File: src/rtl/shift_issue_pipe_if.sv
// Bundle of the request, external-shifter and result signals of shift_issue_pipe.
//   req_*      : request handshake into the issue FIFO (valid/ready, data, amt, op)
//   sh_*       : operand/amount out to the combinational right shifter, result back in
//   res_*      : registered result handshake plus zero/negative flags
//   occupancy  : current FIFO entry count
// Modport slave is the pipe itself; master is the producer/consumer/shifter side.
interface shift_issue_pipe_if #(
  parameter int WIDTH = 32,
  parameter int SHW   = 5
);
  logic             req_valid;
  logic             req_ready;
  logic [WIDTH-1:0] req_data;
  logic [SHW-1:0]   req_amt;
  logic [1:0]       req_op;
  logic [WIDTH-1:0] sh_in;
  logic [SHW-1:0]   sh_amt;
  logic [WIDTH-1:0] sh_out;
  logic             res_valid;
  logic             res_ready;
  logic [WIDTH-1:0] res_data;
  logic             res_zero;
  logic             res_neg;
  logic [SHW-1:0]   occupancy;

  modport slave (
    input  req_valid, req_data, req_amt, req_op, sh_out, res_ready,
    output req_ready, sh_in, sh_amt, res_valid, res_data, res_zero, res_neg, occupancy
  );

  modport master (
    output req_valid, req_data, req_amt, req_op, sh_out, res_ready,
    input  req_ready, sh_in, sh_amt, res_valid, res_data, res_zero, res_neg, occupancy
  );
endinterface

File: src/rtl/shift_issue_pipe.sv
// Issue/retire stage around an external combinational logical right shifter.
// Requests are queued in a DEPTH-entry FIFO; the head drives the shifter
// (bit-reversed for SLL so a right shifter can do left shifts), and the
// post-processed result is registered into a single output stage.
//   clk, rst_n : clock, synchronous active-low reset
//   bus        : shift_issue_pipe_if.slave (request, shifter, result, occupancy)
module shift_issue_pipe #(
  parameter int WIDTH = 32,
  parameter int SHW   = 5,
  parameter int DEPTH = 2
) (
  input  logic                  clk,
  input  logic                  rst_n,
  shift_issue_pipe_if.slave     bus
);
  localparam int AW = (DEPTH > 1) ? $clog2(DEPTH) : 1;
  localparam int CW = $clog2(DEPTH + 1);
  localparam logic [CW-1:0] DEPTH_C = CW'(DEPTH);

  localparam logic [1:0] OP_SLL = 2'b01;
  localparam logic [1:0] OP_SRA = 2'b10;

  typedef struct packed {
    logic [WIDTH-1:0] data;
    logic [SHW-1:0]   amt;
    logic [1:0]       op;
  } req_t;

  function automatic logic [WIDTH-1:0] brev(input logic [WIDTH-1:0] v);
    logic [WIDTH-1:0] r;
    for (int i = 0; i < WIDTH; i++) r[i] = v[WIDTH-1-i];
    return r;
  endfunction

  req_t             mem_q [DEPTH];
  req_t             mem_d [DEPTH];
  logic [AW-1:0]    wptr_q, wptr_d, rptr_q, rptr_d;
  logic [CW-1:0]    cnt_q, cnt_d;
  logic             res_valid_q, res_valid_d;
  logic [WIDTH-1:0] res_data_q, res_data_d;
  logic             res_zero_q, res_zero_d;
  logic             res_neg_q, res_neg_d;

  logic             empty, ready, push, retire;
  req_t             head;
  logic [WIDTH-1:0] result;

  assign empty  = (cnt_q == '0);
  // No pop credit: a full FIFO refuses even when the head retires this cycle.
  assign ready  = (cnt_q < DEPTH_C);
  assign push   = bus.req_valid && ready;
  assign retire = !empty && (!res_valid_q || bus.res_ready);
  assign head   = mem_q[rptr_q];

  assign bus.sh_in  = empty ? '0 : ((head.op == OP_SLL) ? brev(head.data) : head.data);
  assign bus.sh_amt = empty ? '0 : head.amt;

  // Post-processing of the shifter output for the head request.
  always_comb begin
    result = bus.sh_out;
    if (head.amt == '0)
      result = head.data;
    else if (head.op == OP_SLL)
      result = brev(bus.sh_out);
    else if (head.op == OP_SRA && head.data[WIDTH-1])
      result = bus.sh_out | ~({WIDTH{1'b1}} >> head.amt);
  end

  always_comb begin
    mem_d       = mem_q;
    wptr_d      = wptr_q;
    rptr_d      = rptr_q;
    cnt_d       = cnt_q;
    res_valid_d = res_valid_q;
    res_data_d  = res_data_q;
    res_zero_d  = res_zero_q;
    res_neg_d   = res_neg_q;
    if (push) begin
      mem_d[wptr_q] = '{data: bus.req_data, amt: bus.req_amt, op: bus.req_op};
      wptr_d        = wptr_q + AW'(1);
    end
    if (retire) begin
      rptr_d      = rptr_q + AW'(1);
      res_valid_d = 1'b1;
      res_data_d  = result;
      res_zero_d  = (result == '0);
      res_neg_d   = result[WIDTH-1];
    end else if (bus.res_ready) begin
      res_valid_d = 1'b0;
    end
    case ({push, retire})
      2'b10:   cnt_d = cnt_q + CW'(1);
      2'b01:   cnt_d = cnt_q - CW'(1);
      default: cnt_d = cnt_q;
    endcase
  end

  always_ff @(posedge clk) begin
    if (!rst_n) begin
      wptr_q      <= '0;
      rptr_q      <= '0;
      cnt_q       <= '0;
      res_valid_q <= 1'b0;
      res_data_q  <= '0;
      res_zero_q  <= 1'b0;
      res_neg_q   <= 1'b0;
    end else begin
      wptr_q      <= wptr_d;
      rptr_q      <= rptr_d;
      cnt_q       <= cnt_d;
      res_valid_q <= res_valid_d;
      res_data_q  <= res_data_d;
      res_zero_q  <= res_zero_d;
      res_neg_q   <= res_neg_d;
    end
  end

  // Payload storage needs no reset; pointers and count define validity.
  always_ff @(posedge clk) begin
    mem_q <= mem_d;
  end

  assign bus.req_ready = ready;
  assign bus.res_valid = res_valid_q;
  assign bus.res_data  = res_data_q;
  assign bus.res_zero  = res_zero_q;
  assign bus.res_neg   = res_neg_q;
  assign bus.occupancy = SHW'(cnt_q);
endmodule

File: src/flat_wrapper.sv
// flat-port wrapper written by rule: the top's interface ports become plain ports
module shift_issue_pipe_flat 
#(
  parameter int WIDTH = 32,
  parameter int SHW   = 5,
  parameter int DEPTH = 2
)
  (clk, rst_n, bus_req_valid, bus_req_data, bus_req_amt, bus_req_op, bus_sh_out, bus_res_ready, bus_req_ready, bus_sh_in, bus_sh_amt, bus_res_valid, bus_res_data, bus_res_zero, bus_res_neg, bus_occupancy);
  shift_issue_pipe_if #(.WIDTH(WIDTH), .SHW(SHW)) bus_i ();
  input  logic clk;
  input  logic rst_n;
  input wire logic [$bits(bus_i.req_valid)-1:0] bus_req_valid;
  input wire logic [$bits(bus_i.req_data)-1:0] bus_req_data;
  input wire logic [$bits(bus_i.req_amt)-1:0] bus_req_amt;
  input wire logic [$bits(bus_i.req_op)-1:0] bus_req_op;
  input wire logic [$bits(bus_i.sh_out)-1:0] bus_sh_out;
  input wire logic [$bits(bus_i.res_ready)-1:0] bus_res_ready;
  output wire logic [$bits(bus_i.req_ready)-1:0] bus_req_ready;
  output wire logic [$bits(bus_i.sh_in)-1:0] bus_sh_in;
  output wire logic [$bits(bus_i.sh_amt)-1:0] bus_sh_amt;
  output wire logic [$bits(bus_i.res_valid)-1:0] bus_res_valid;
  output wire logic [$bits(bus_i.res_data)-1:0] bus_res_data;
  output wire logic [$bits(bus_i.res_zero)-1:0] bus_res_zero;
  output wire logic [$bits(bus_i.res_neg)-1:0] bus_res_neg;
  output wire logic [$bits(bus_i.occupancy)-1:0] bus_occupancy;
  assign bus_i.req_valid = bus_req_valid;
  assign bus_i.req_data = bus_req_data;
  assign bus_i.req_amt = bus_req_amt;
  assign bus_i.req_op = bus_req_op;
  assign bus_i.sh_out = bus_sh_out;
  assign bus_i.res_ready = bus_res_ready;
  assign bus_req_ready = bus_i.req_ready;
  assign bus_sh_in = bus_i.sh_in;
  assign bus_sh_amt = bus_i.sh_amt;
  assign bus_res_valid = bus_i.res_valid;
  assign bus_res_data = bus_i.res_data;
  assign bus_res_zero = bus_i.res_zero;
  assign bus_res_neg = bus_i.res_neg;
  assign bus_occupancy = bus_i.occupancy;
  shift_issue_pipe #(.WIDTH(WIDTH), .SHW(SHW), .DEPTH(DEPTH)) u_core (.clk(clk), .rst_n(rst_n), .bus(bus_i));
endmodule
File: config.mk
export PLATFORM = sky130hd
export DESIGN_NAME = shift_issue_pipe_flat
export DESIGN_NICKNAME = d
export VERILOG_FILES = /design/src/rtl/shift_issue_pipe_if.sv /design/src/rtl/shift_issue_pipe.sv /design/src/flat_wrapper.sv
export SDC_FILE = /design/constraint.sdc
export NUM_CORES = 1
export LEC_CHECK = 0
export BUFFER_PORTS_ARGS = -buffer_cell sky130_fd_sc_hd__buf_2
export CAP_MARGIN = 20
export CORE_MARGIN = 2
export CORE_UTILIZATION = 37
export DETAILED_ROUTE_END_ITERATION = 10
export HOLD_SLACK_MARGIN = 0.08
export PLACE_DENSITY_LB_ADDON = 0.2
export SLEW_MARGIN = 20
export SYNTH_ARGS = -nofsm -noshare
export SYNTH_HDL_FRONTEND = slang
export SYNTH_SLANG_ARGS = --single-unit
File: constraint.sdc
create_clock -name clk -period 2.62 [get_ports clk]
set_input_delay 0.393 -clock clk [delete_from_list [all_inputs] [get_ports clk]]
set_output_delay 0.393 -clock clk [all_outputs]
set_load 0.1 [all_outputs]
==> results of run 1 <==
final timing paths:
kind                                                            end  cells past startpoint  slack (ns)                           startpoint
worst max-delay path                                   bus_sh_in[8]                      7        0.03           u_core.rptr_q$_SDFFE_PN0P_
worst max register to register     u_core.bus.res_zero$_SDFFE_PN0P_                     10        0.04           u_core.rptr_q$_SDFFE_PN0P_
worst min-delay path                     u_core.mem_q[57]$_DFFE_PP_                      1        0.16                     bus_req_data[11]
worst min register to register  u_core.bus.res_data[3]$_SDFFE_PN0P_                      2        0.46  u_core.bus.res_data[3]$_SDFFE_PN0P_
placed cells by master (no fill, tap or decap), types with 6 or more instances in the layout:
| cell type | synthesis | final |
|---|---|---|
| dfxtp_1 | 38 | 34 |
| nand2b_1 | 6 | 6 |
| nand3_1 | 6 | 6 |
| clkbuf_16 | 0 | 17 |
| buf_2 | 13 | 118 |
| edfxtp_1 | 78 | 78 |
| nor2_1 | 71 | 62 |
| o211ai_1 | 7 | 7 |
| o21ai_0 | 31 | 31 |
| mux2i_2 | 1 | 7 |
| mux2_2 | 17 | 17 |
| o211a_1 | 16 | 16 |
| a21oi_1 | 30 | 28 |
| buf_12 | 0 | 38 |
| buf_4 | 4 | 86 |
| nor2_2 | 1 | 6 |
| a211oi_4 | 0 | 30 |
| o21ai_1 | 6 | 6 |
| mux2i_1 | 21 | 13 |
| nor3_1 | 24 | 20 |
| nand4_1 | 8 | 8 |
| a21boi_0 | 6 | 6 |
| nand2_1 | 46 | 45 |
flip-flops by register name, indices dropped and copies added, names as in the netlist:
register,count
u_core.rptr_q,1
u_core.wptr_q,1
u_core.cnt_q,2
u_core.bus.res_zero,1
u_core.bus.res_valid,1
u_core.bus.res_neg,1
u_core.mem_q,78
u_core.bus.res_data,31
through the flow:
stage | hold slack [ns] | setup WS, ns | instance area [µm²] | setup TNS [ns]
2_1_floorplan | 0.492 | -0.0982 | 6680 | -1.00
3_3_place_gp | 0.446 | -0.210 | 8480 | -0.210
3_5_place_dp | 0.454 | -0.227 | 8480 | -0.227
4_1_cts | 0.148 | 0.000315 | 9460 | 0
5_1_grt | 0.148 | -0.0517 | 9570 | -0.0973
6_report | 0.162 | 0.0325 | 9570 | 0
metal layers:
layer	vias up	wire length, µm	share of wire [%]	global-route usage (%)
met5	-	0	0	0
met4	0	644	2.8	9.42
met3	46	1270	5.6	5.38
met2	225	11100	49	43.6
met1	2848	9790	43	34.5
li1	2674	-	-	-
kinds of logic after synthesis:
logic type                 after synthesis  synth area share [%]
buffers and inverters                   55                  4.36
and+or+nand+nor                        204                  16.7
xor gates and xnor gates                 3                 0.434
AOI/OAI and AO/OA                      173                  20.0
other                                    1                0.0619
muxes                                   40                  7.04
adders and majority gates                1                 0.206
DFF                                    116                  51.2
synth_stat cells, types with 5 or more instances:
library cell,instances
edfxtp_1,78
nor2_1,71
nand2_1,46
dfxtp_1,38
a211oi_1,33
o21ai_0,31
a21oi_1,30
nor3_1,24
clkbuf_1,23
mux2i_1,21
mux2_2,17
o211a_1,16
buf_2,13
buf_1,8
nand4_1,8
o211ai_1,7
a21boi_0,6
nand2b_1,6
nand3_1,6
o21ai_1,6
and2_1,5
final cells by class:
type | instances | area, µm² | share of cell area (%)
repair buffers | 251 | 2210 | 23.1
inverters | 3 | 11.3 | 0.118
multi-input cells | 425 | 3350 | 35.0
clock buffers | 20 | 437 | 4.56
well taps | 216 | 270 | 2.82
clock inverters | 11 | 183 | 1.91
flip-flops and latches | 116 | 3120 | 32.6
repair_timing:
item | in CTS | in global routing
endpoints found under the setup margin | 33 | 6
gates cloned | 6 | 0
gates resized for setup | 22 | 19
pin swaps | 11 | 4
buffers inserted | 14 | 1
==> impl_metrics.json, run 1 <==
{
  "status": "finished, final reports clean",
  "antenna_found_initial": 0,
  "slew_viol_final": 0,
  "cpPeakStageDelay_ns": 0.43,
  "start_util_pct": 38.0,
  "n_fill_cell": 1345,
  "synth_ff_type": "edfxtp_1",
  "tritoncts": "yes",
  "numCtsBuffers": 17,
  "crit_chain": "buf_12 -> or3b_4 -> nand2_8 -> buf_16 -> nor2_1 -> a211oi_4 -> buf_12",
  "critPathMaxFanout": 16,
  "synth.distinct_cells": 72,
  "holdCritPathClass": "in2reg",
  "vias": 5793,
  "cts.reportedPaths.clkPinSlew_ns": 0.06,
  "crit_family": "simple AND/OR/NAND/NOR gates",
  "cts-root-buf": "clkbuf_16",
  "grt_pass1_vias": 5862,
  "critPathRequiredTime_ns": 2.23,
  "nNetsFinal": 890,
  "crit_slowest_cell": "or3b_4",
  "area_growth_pct": 57.9,
  "cts_max_level": 4,
  "synth-seq-cells": 116,
  "cts.sinks": 116,
  "final_cells": 1042,
  "async_flop_share_pct": 0,
  "hold_viol": 0,
  "synth_top_cell_area_share_pct": 38.6,
  "grt_start_max_net_pins": 41,
  "place_inst": 990,
  "rsz0062_at_grt": "yes",
  "yosys.area.top_type": "edfxtp_1",
  "diodes": 0,
  "synth_area_leaders": "edfxtp_1 39%, dfxtp_1 13%, nor2_1 4.4%, a211oi_1 4.1%, mux2i_1 3.5%",
  "grt_pass1_wl_um": 34600,
  "synth_area_um2": 6060,
  "drt_pre_antenna_iters": 7,
  "ant_nets": 0,
  "portBuffers": 149,
  "rows": 46,
  "critPathBufInv": 3,
  "top_level_ports": 153,
  "final_util_pct": 60.0,
  "clk_path_buf_depth": 2,
  "clk_latency_ns": 0.42,
  "synth-seq-area-share_pct": 51.2,
  "synthCells": 593,
  "syn_area_per_cell_um2": 10.2,
  "drc": 0,
  "vias_per_cell": 5.56,
  "cts_hold_buf": 0,
  "fp.dieW_um": 132,
  "grt_overflow": 0,
  "critPathLaunchType": "flip-flop",
  "max-cap-violations": 0,
  "ys_warn_count": 0,
  "cp.arrival_ns": 2.19,
  "die-area_um2": 17400,
  "relSlewSlack_pct": 58.5,
  "path_class": "reg2out",
  "final_layout_size_suffix_gt1_share_pct": 45.6,
  "coreArea_um2": 15900,
  "skew_ns": 0.00777,
  "clock.fmax_ghz": 0.386,
  "drt-initial-drc-count": 652,
  "worstSetupEndpointType": "output pin",
  "place_congestion": 0.943,
  "track_usage_pct": 26.4,
  "worst-slew-pin-transition_ns": 0.621,
  "drt-total-wl_um": 22800,
  "setup_viol": 0,
  "place_hpwl_um": 16600,
  "period_needed_ns": 2.59,
  "synth_edf_count": 78,
  "die_y_um": 132,
  "crit_top_cell": "buf_12",
  "wl_per_cell_um": 21.9,
  "fin_crit_sh_pct": 98.8
}
Power of run 1 is left out: the tool's default activity adds up to more than one toggle a clock period on the data nets, which glitch-free logic cannot reach.
==> run 2: changes to the inputs <==
--- a/config.mk
+++ b/config.mk
@@ -5,6 +5,7 @@
 export SDC_FILE = /design/constraint.sdc
 export NUM_CORES = 1
 export LEC_CHECK = 0
+export ABC_AREA = 1
 export BUFFER_PORTS_ARGS = -buffer_cell sky130_fd_sc_hd__buf_2
 export CAP_MARGIN = 20
 export CORE_MARGIN = 2
==> run 2 against run 1 <==
  * Wire length down 11%
  * Global-route usage down 4.0 points
  * Critical path type unchanged
  * Clock-buffer cell count down 2
  * Via count up 0.69%
  * Worst hold slack worse by 0.012 ns
  * Cell count up 10%
  * Flip-flop and latch count unchanged
  * Clock skew up 0.0020 ns
  * Non-clock buffer count down 64
  * Fmax up 1.4%
  * Register-to-register slack better by 0.20 ns
==> impl_metrics.json, run 2 <==
{
  "final_layout_size_suffix_gt1_share_pct": 34.5,
  "largest_reg_flops": 78,
  "holdCritPathClass": "in2reg",
  "rsz0062_at_grt": "yes",
  "coreArea_um2": 16600,
  "track_usage_pct": 22.4,
  "synth_edf_count": 78,
  "place_inst": 1111,
  "crit_family": "buffers and inverters",
  "die_y_um": 134,
  "ant_nets": 0,
  "tritoncts": "yes",
  "vias": 5833,
  "drt-initial-drc-count": 703,
  "start_util_pct": 37.8,
  "final_common_cell": "nand2_1",
  "place_ws_ns": 0.163,
  "drc": 0,
  "drt-total-wl_um": 20300,
  "post_dp_cell_area_um2": 8210,
  "setup_slack_ns": 0.0680,
  "clk_latency_ns": 0.43,
  "postLayoutCellArea_um2": 8970,
  "ys_warn_count": 0,
  "nNetsFinal": 993,
  "synth_top_cell_area_share_pct": 37.4,
  "whs_ns": 0.150,
  "max-cap-violations": 0,
  "place_congestion": 0.954,
  "synth_ff_type": "edfxtp_1",
  "top_register": "u_core.mem_q",
  "hold_viol": 0,
  "clock.fmax_ghz": 0.392,
  "drt_pre_antenna_iters": 6,
  "relSlewSlack_pct": 60.6,
  "numCtsBuffers": 17,
  "fp.dieW_um": 134,
  "cts_max_level": 4,
  "yosys.area.top_type": "edfxtp_1",
  "synth.distinct_cells": 37,
  "grt_overflow": 0,
  "portBuffers": 149,
  "grt_pass1_vias": 5383,
  "cts-root-buf": "clkbuf_16",
  "syn_area_per_cell_um2": 8.25,
  "critPathRequiredTime_ns": 2.23,
  "worst-slew-pin-transition_ns": 0.591,
  "period_needed_ns": 2.55,
  "critPathBufInv": 4,
  "yosys.cell_count.top_type": "nand2_1",
  "grt_start_max_net_pins": 56,
  "cpPeakStageDelay_ns": 0.38,
  "worstSetupEndpointType": "output pin",
  "rows": 47,
  "top_level_ports": 153,
  "grt_pass1_wl_um": 30400,
  "path_class": "reg2out",
  "place_hpwl_um": 14200,
  "critPathLaunchType": "flip-flop",
  "wl_per_cell_um": 17.7,
  "skew_ns": 0.00973,
  "crit_slowest_cell": "dfxtp_4",
  "synth-seq-cells": 116,
  "cts_hold_buf": 0,
  "synthCells": 759,
  "cts.reportedPaths.clkPinSlew_ns": 0.05,
  "setup_viol": 0,
  "critPathMaxFanout": 16,
  "ys_top_cells_by_count": "151 x nand2_1, 132 x nor2_1, 78 x edfxtp_1, 71 x inv_1, 54 x a21oi_1",
  "die-area_um2": 18000,
  "antenna_found_initial": 1,
  "synth_area_leaders": "edfxtp_1 37%, dfxtp_1 12%, nand2_1 9.0%, nor2_1 7.9%, a21oi_1 4.3%",
  "crit_chain": "buf_4 -> nand2_1 -> nand2_2 -> inv_4 -> nand2_8 -> bufbuf_16 -> a21oi_4 -> buf_12",
  "area_growth_pct": 43.3,
  "clk_path_buf_depth": 2,
  "cp.arrival_ns": 2.16,
  "synth_area_um2": 6260,
  "synth-seq-area-share_pct": 49.5,
  "fin_crit_sh_pct": 97.4,
  "status": "finished, final reports clean",
  "final_cell_mix": "151 x nand2_1, 129 x nor2_1, 112 x buf_2, 78 x edfxtp_1, 70 x inv_1",
  "slew_viol_final": 0,
  "cts.sinks": 116,
  "async_flop_share_pct": 0,
  "vias_per_cell": 5.07,
  "final_cells": 1150,
  "diodes": 0
}
[run 2: changes by cell type after synthesis, sizes merged, moves of 18 or more]
cell | before | now
inv | 2 | 76
a21oi | 30 | 66
nor2 | 72 | 137
nand2 | 47 | 160
a211oi | 33 | 0
o22ai | 1 | 32
o211ai | 7 | 27
nor3 | 24 | 1
nand3 | 6 | 26
mux2 | 18 | 0
[run 2: cell type report]
cell class / count / area [µm²]
clock inverter: 14 / 114
tap: 220 / 275
inverter: 76 / 299
clock buffer: 18 / 429
fill: 1547 / 7610
sequential: 116 / 3110
multi-input combinational: 519 / 3080
timing repair buffer: 187 / 1660
[run 2: final timing paths]
kind / from / to / slack, ns / cells past startpoint
setup / recovery: u_core.rptr_q$_SDFFE_PN0P_ / bus_sh_in[10] / 0.07 / 8
hold / removal: bus_req_data[5] / u_core.mem_q[51]$_DFFE_PP_ / 0.15 / 1
setup reg to reg: u_core.rptr_q$_SDFFE_PN0P_ / u_core.bus.res_zero$_SDFFE_PN0P_ / 0.24 / 13
hold reg to reg: u_core.bus.res_zero$_SDFFE_PN0P_ / u_core.bus.res_zero$_SDFFE_PN0P_ / 0.49 / 2
[run 2: stage by stage]
step / util (%) / TNS, ns
after detailed placement: 49.5 / 0
after global routing: 54.1 / -0.0214
after floorplan: - / -0.111
after CTS: 53.2 / 0
final: 54.1 / 0
after global placement: 49.5 / 0
[run 2: logic make-up after synthesis]
family                     count (synthesis)  share of synthesized area [%]
and+or+nand+nor                          340                           22.8
AOI/OAI and AO/OA                        160                           15.5
buffers and inverters                    127                           9.63
DFF                                      116                           49.5
muxes                                     13                           2.08
adders and majority gates                  1                          0.200
other                                      1                         0.0599
xor gates and xnor gates                   1                          0.140
[run 2: routing by layer]
metal | track usage [%] | vias up | part of all wire, %
li1 | - | 2844 | -
met1 | 32.2 | 2722 | 47
met2 | 33.3 | 237 | 44
met3 | 6.08 | 28 | 7.3
met4 | 6.14 | 2 | 1.7
met5 | 0 | - | 0.054
[run 2: timing repair]
action | in CTS | in global routing
pin swaps | 0 | 2
resized for setup | 5 | 20
setup buffers | 2 | 2
gates cloned | 1 | 2
setup endpoints to repair | 32 | 30
Power of run 2 is left out for the same reason.
==> run 3: changes to the inputs <==
==> constraint.sdc (replaced) <==
create_clock -name clk -period 2.62 [get_ports clk]
set_input_delay 0 -clock clk [delete_from_list [all_inputs] [get_ports clk]]
set_output_delay 0 -clock clk [all_outputs]
set_load 0.1 [all_outputs]
==> run 3 against run 2 <==
  * Fmax increased by 5.5%
  * Die area stayed put
  * Critical path depth grew 1
  * Sequential share of layout area decreased by 0.068 points
==> impl_metrics.json, run 3 (same netlist as run 2, synthesis figures left out) <==
{
  "diodes": 0,
  "place_inst": 1102,
  "hold_depth": 7,
  "clk_path_buf_depth": 2,
  "final_common_cell": "nand2_1",
  "setup_viol": 0,
  "grt_pass1_wl_um": 30000,
  "fin_crit_sh_pct": 92.3,
  "largest_reg_flops": 78,
  "rsz0062_at_grt": "no",
  "drt-initial-drc-count": 429,
  "critPathLaunchType": "flip-flop",
  "crit_slowest_cell": "dfxtp_4",
  "area_growth_pct": 43.5,
  "vias_per_cell": 4.87,
  "crit_top_cell": "buf_12",
  "coreArea_um2": 16600,
  "r2r_cells": 11,
  "cp.arrival_ns": 2.42,
  "cts-root-buf": "clkbuf_16",
  "finalSetupTns_ns": 0,
  "antenna_found_initial": 0,
  "final_layout_size_suffix_gt1_share_pct": 29.1,
  "slew_viol_final": 0,
  "top_register": "u_core.mem_q",
  "top_level_ports": 153,
  "grt_overflow": 0,
  "fp.dieW_um": 134,
  "r2r_end": "u_core.bus.res_data[0]$_SDFFE_PN0P_",
  "cts.sinks": 116,
  "ant_nets": 0,
  "endpoint": "bus_sh_in[8]",
  "cts_max_level": 4,
  "cts_setup_buffers": 0,
  "final_cells": 1192,
  "worst-slew-pin-transition_ns": 0.574,
  "post_dp_cell_area_um2": 7800,
  "path_class": "reg2out",
  "start_util_pct": 37.8,
  "vias": 5809,
  "critPathRequiredTime_ns": 2.62,
  "nNetsFinal": 1035,
  "drt-total-wl_um": 19300,
  "postLayoutCellArea_um2": 8990,
  "relSlewSlack_pct": 61.3,
  "clock.fmax_ghz": 0.414,
  "r2r-start": "u_core.rptr_q$_SDFFE_PN0P_",
  "worstSetupEndpointType": "output pin",
  "status": "finished, final reports clean",
  "die_y_um": 134,
  "rows": 47,
  "drc": 0,
  "cpPeakStageDelay_ns": 0.43,
  "grt_start_max_net_pins": 67,
  "portBuffers": 149,
  "drt_pre_antenna_iters": 5,
  "holdCritPathClass": "in2reg",
  "tritoncts": "yes",
  "wl_per_cell_um": 16.2,
  "crit_start": "u_core.rptr_q$_SDFFE_PN0P_",
  "crit_chain": "inv_4 -> nand2_1 -> nand2_2 -> nor2_4 -> buf_12 -> buf_4 -> o22ai_1 -> a21oi_2 -> buf_12",
  "rrSetupSlack_ns": 0.32,
  "max-cap-violations": 0,
  "place_congestion": 0.907,
  "skew_ns": 0.0129,
  "critPathMaxFanout": 47,
  "final_cell_mix": "151 x nand2_1, 129 x nor2_1, 117 x buf_2, 78 x edfxtp_1, 70 x inv_1",
  "die-area_um2": 18000,
  "track_usage_pct": 22.1,
  "period_needed_ns": 2.42,
  "clk_latency_ns": 0.43,
  "numCtsBuffers": 17,
  "place_hpwl_um": 13900,
  "hold_viol": 0,
  "grt_pass1_vias": 5406,
  "cts.reportedPaths.clkPinSlew_ns": 0.06
}
run 3: cell count changes in the layout (fill, tap and decap cells not counted), moves of 3 or more:
cell	previous run	this run
a21oi_1	22	30
a21oi_2	12	36
a21oi_4	32	0
buf_12	38	35
buf_2	112	117
buf_4	34	20
clkinv_2	4	1
dlygate4sd3_1	0	58
inv_6	1	4
o21ai_0	23	26
o21ai_1	6	3
o22ai_1	17	32
o22ai_2	15	0
run 3: per-layer routing:
| metal | GRT usage, % | share of wire [%] |
|---|---|---|
| met1 | 32.6 | 48 |
| met2 | 32.0 | 43 |
| met3 | 5.67 | 7.8 |
| met4 | 6.02 | 1.4 |
| met5 | 0 | 0 |
run 3: worst min-delay path by stage:
stage / from / end / slack, ns
after floorplan: bus_req_op[0] / u_core.mem_q[0]$_DFFE_PP_ / 0.1
after global placement: bus_req_data[8] / u_core.mem_q[15]$_DFFE_PP_ / 0.19
after detailed placement: bus_req_data[14] / u_core.mem_q[21]$_DFFE_PP_ / 0.19
after CTS: bus_sh_out[27] / u_core.bus.res_data[27]$_SDFFE_PN0P_ / 0.08
after global routing: bus_sh_out[20] / u_core.bus.res_data[20]$_SDFFE_PN0P_ / 0.10
final: bus_sh_out[1] / u_core.bus.res_data[1]$_SDFFE_PN0P_ / 0.08
run 3: layout make-up:
type | instances | area (µm²)
clock buffer | 17 | 425
timing repair buffer | 230 | 2020
clock inverter | 15 | 179
fill | 1530 | 7590
sequential | 116 | 3110
inverter | 76 | 294
multi-input combinational | 518 | 2690
tap | 220 | 275
run 3: what timing repair did:
| item | in CTS | in global routing |
|---|---|---|
| gates resized for setup | 0 | 3 |
| endpoints found under the hold margin | 97 | 0 |
| hold buffers | 58 | 0 |
| setup endpoints to repair | 0 | 6 |
run 3: metrics by stage:
stage | utilization [%] | setup WS, ns | hold slack [ns]
6_report | 54.2 | 0.202 | 0.0814
5_1_grt | 54.2 | 0.0473 | 0.100
4_1_cts | 54.2 | 0.0763 | 0.0806
3_5_place_dp | 47.0 | 0.205 | 0.192
3_3_place_gp | 47.0 | 0.215 | 0.190
2_1_floorplan | - | -0.397 | 0.0989
run 3: critical path, delay by kind of cell, from the launching register on:
kind,cells,cell delay [ns]
flip-flops,1,0.43
AO/OA/AOI/OAI,2,0.35
AND/OR/NAND/NOR,3,0.34
buffers and inverters,4,0.82
Power of run 3 is left out for the same reason.
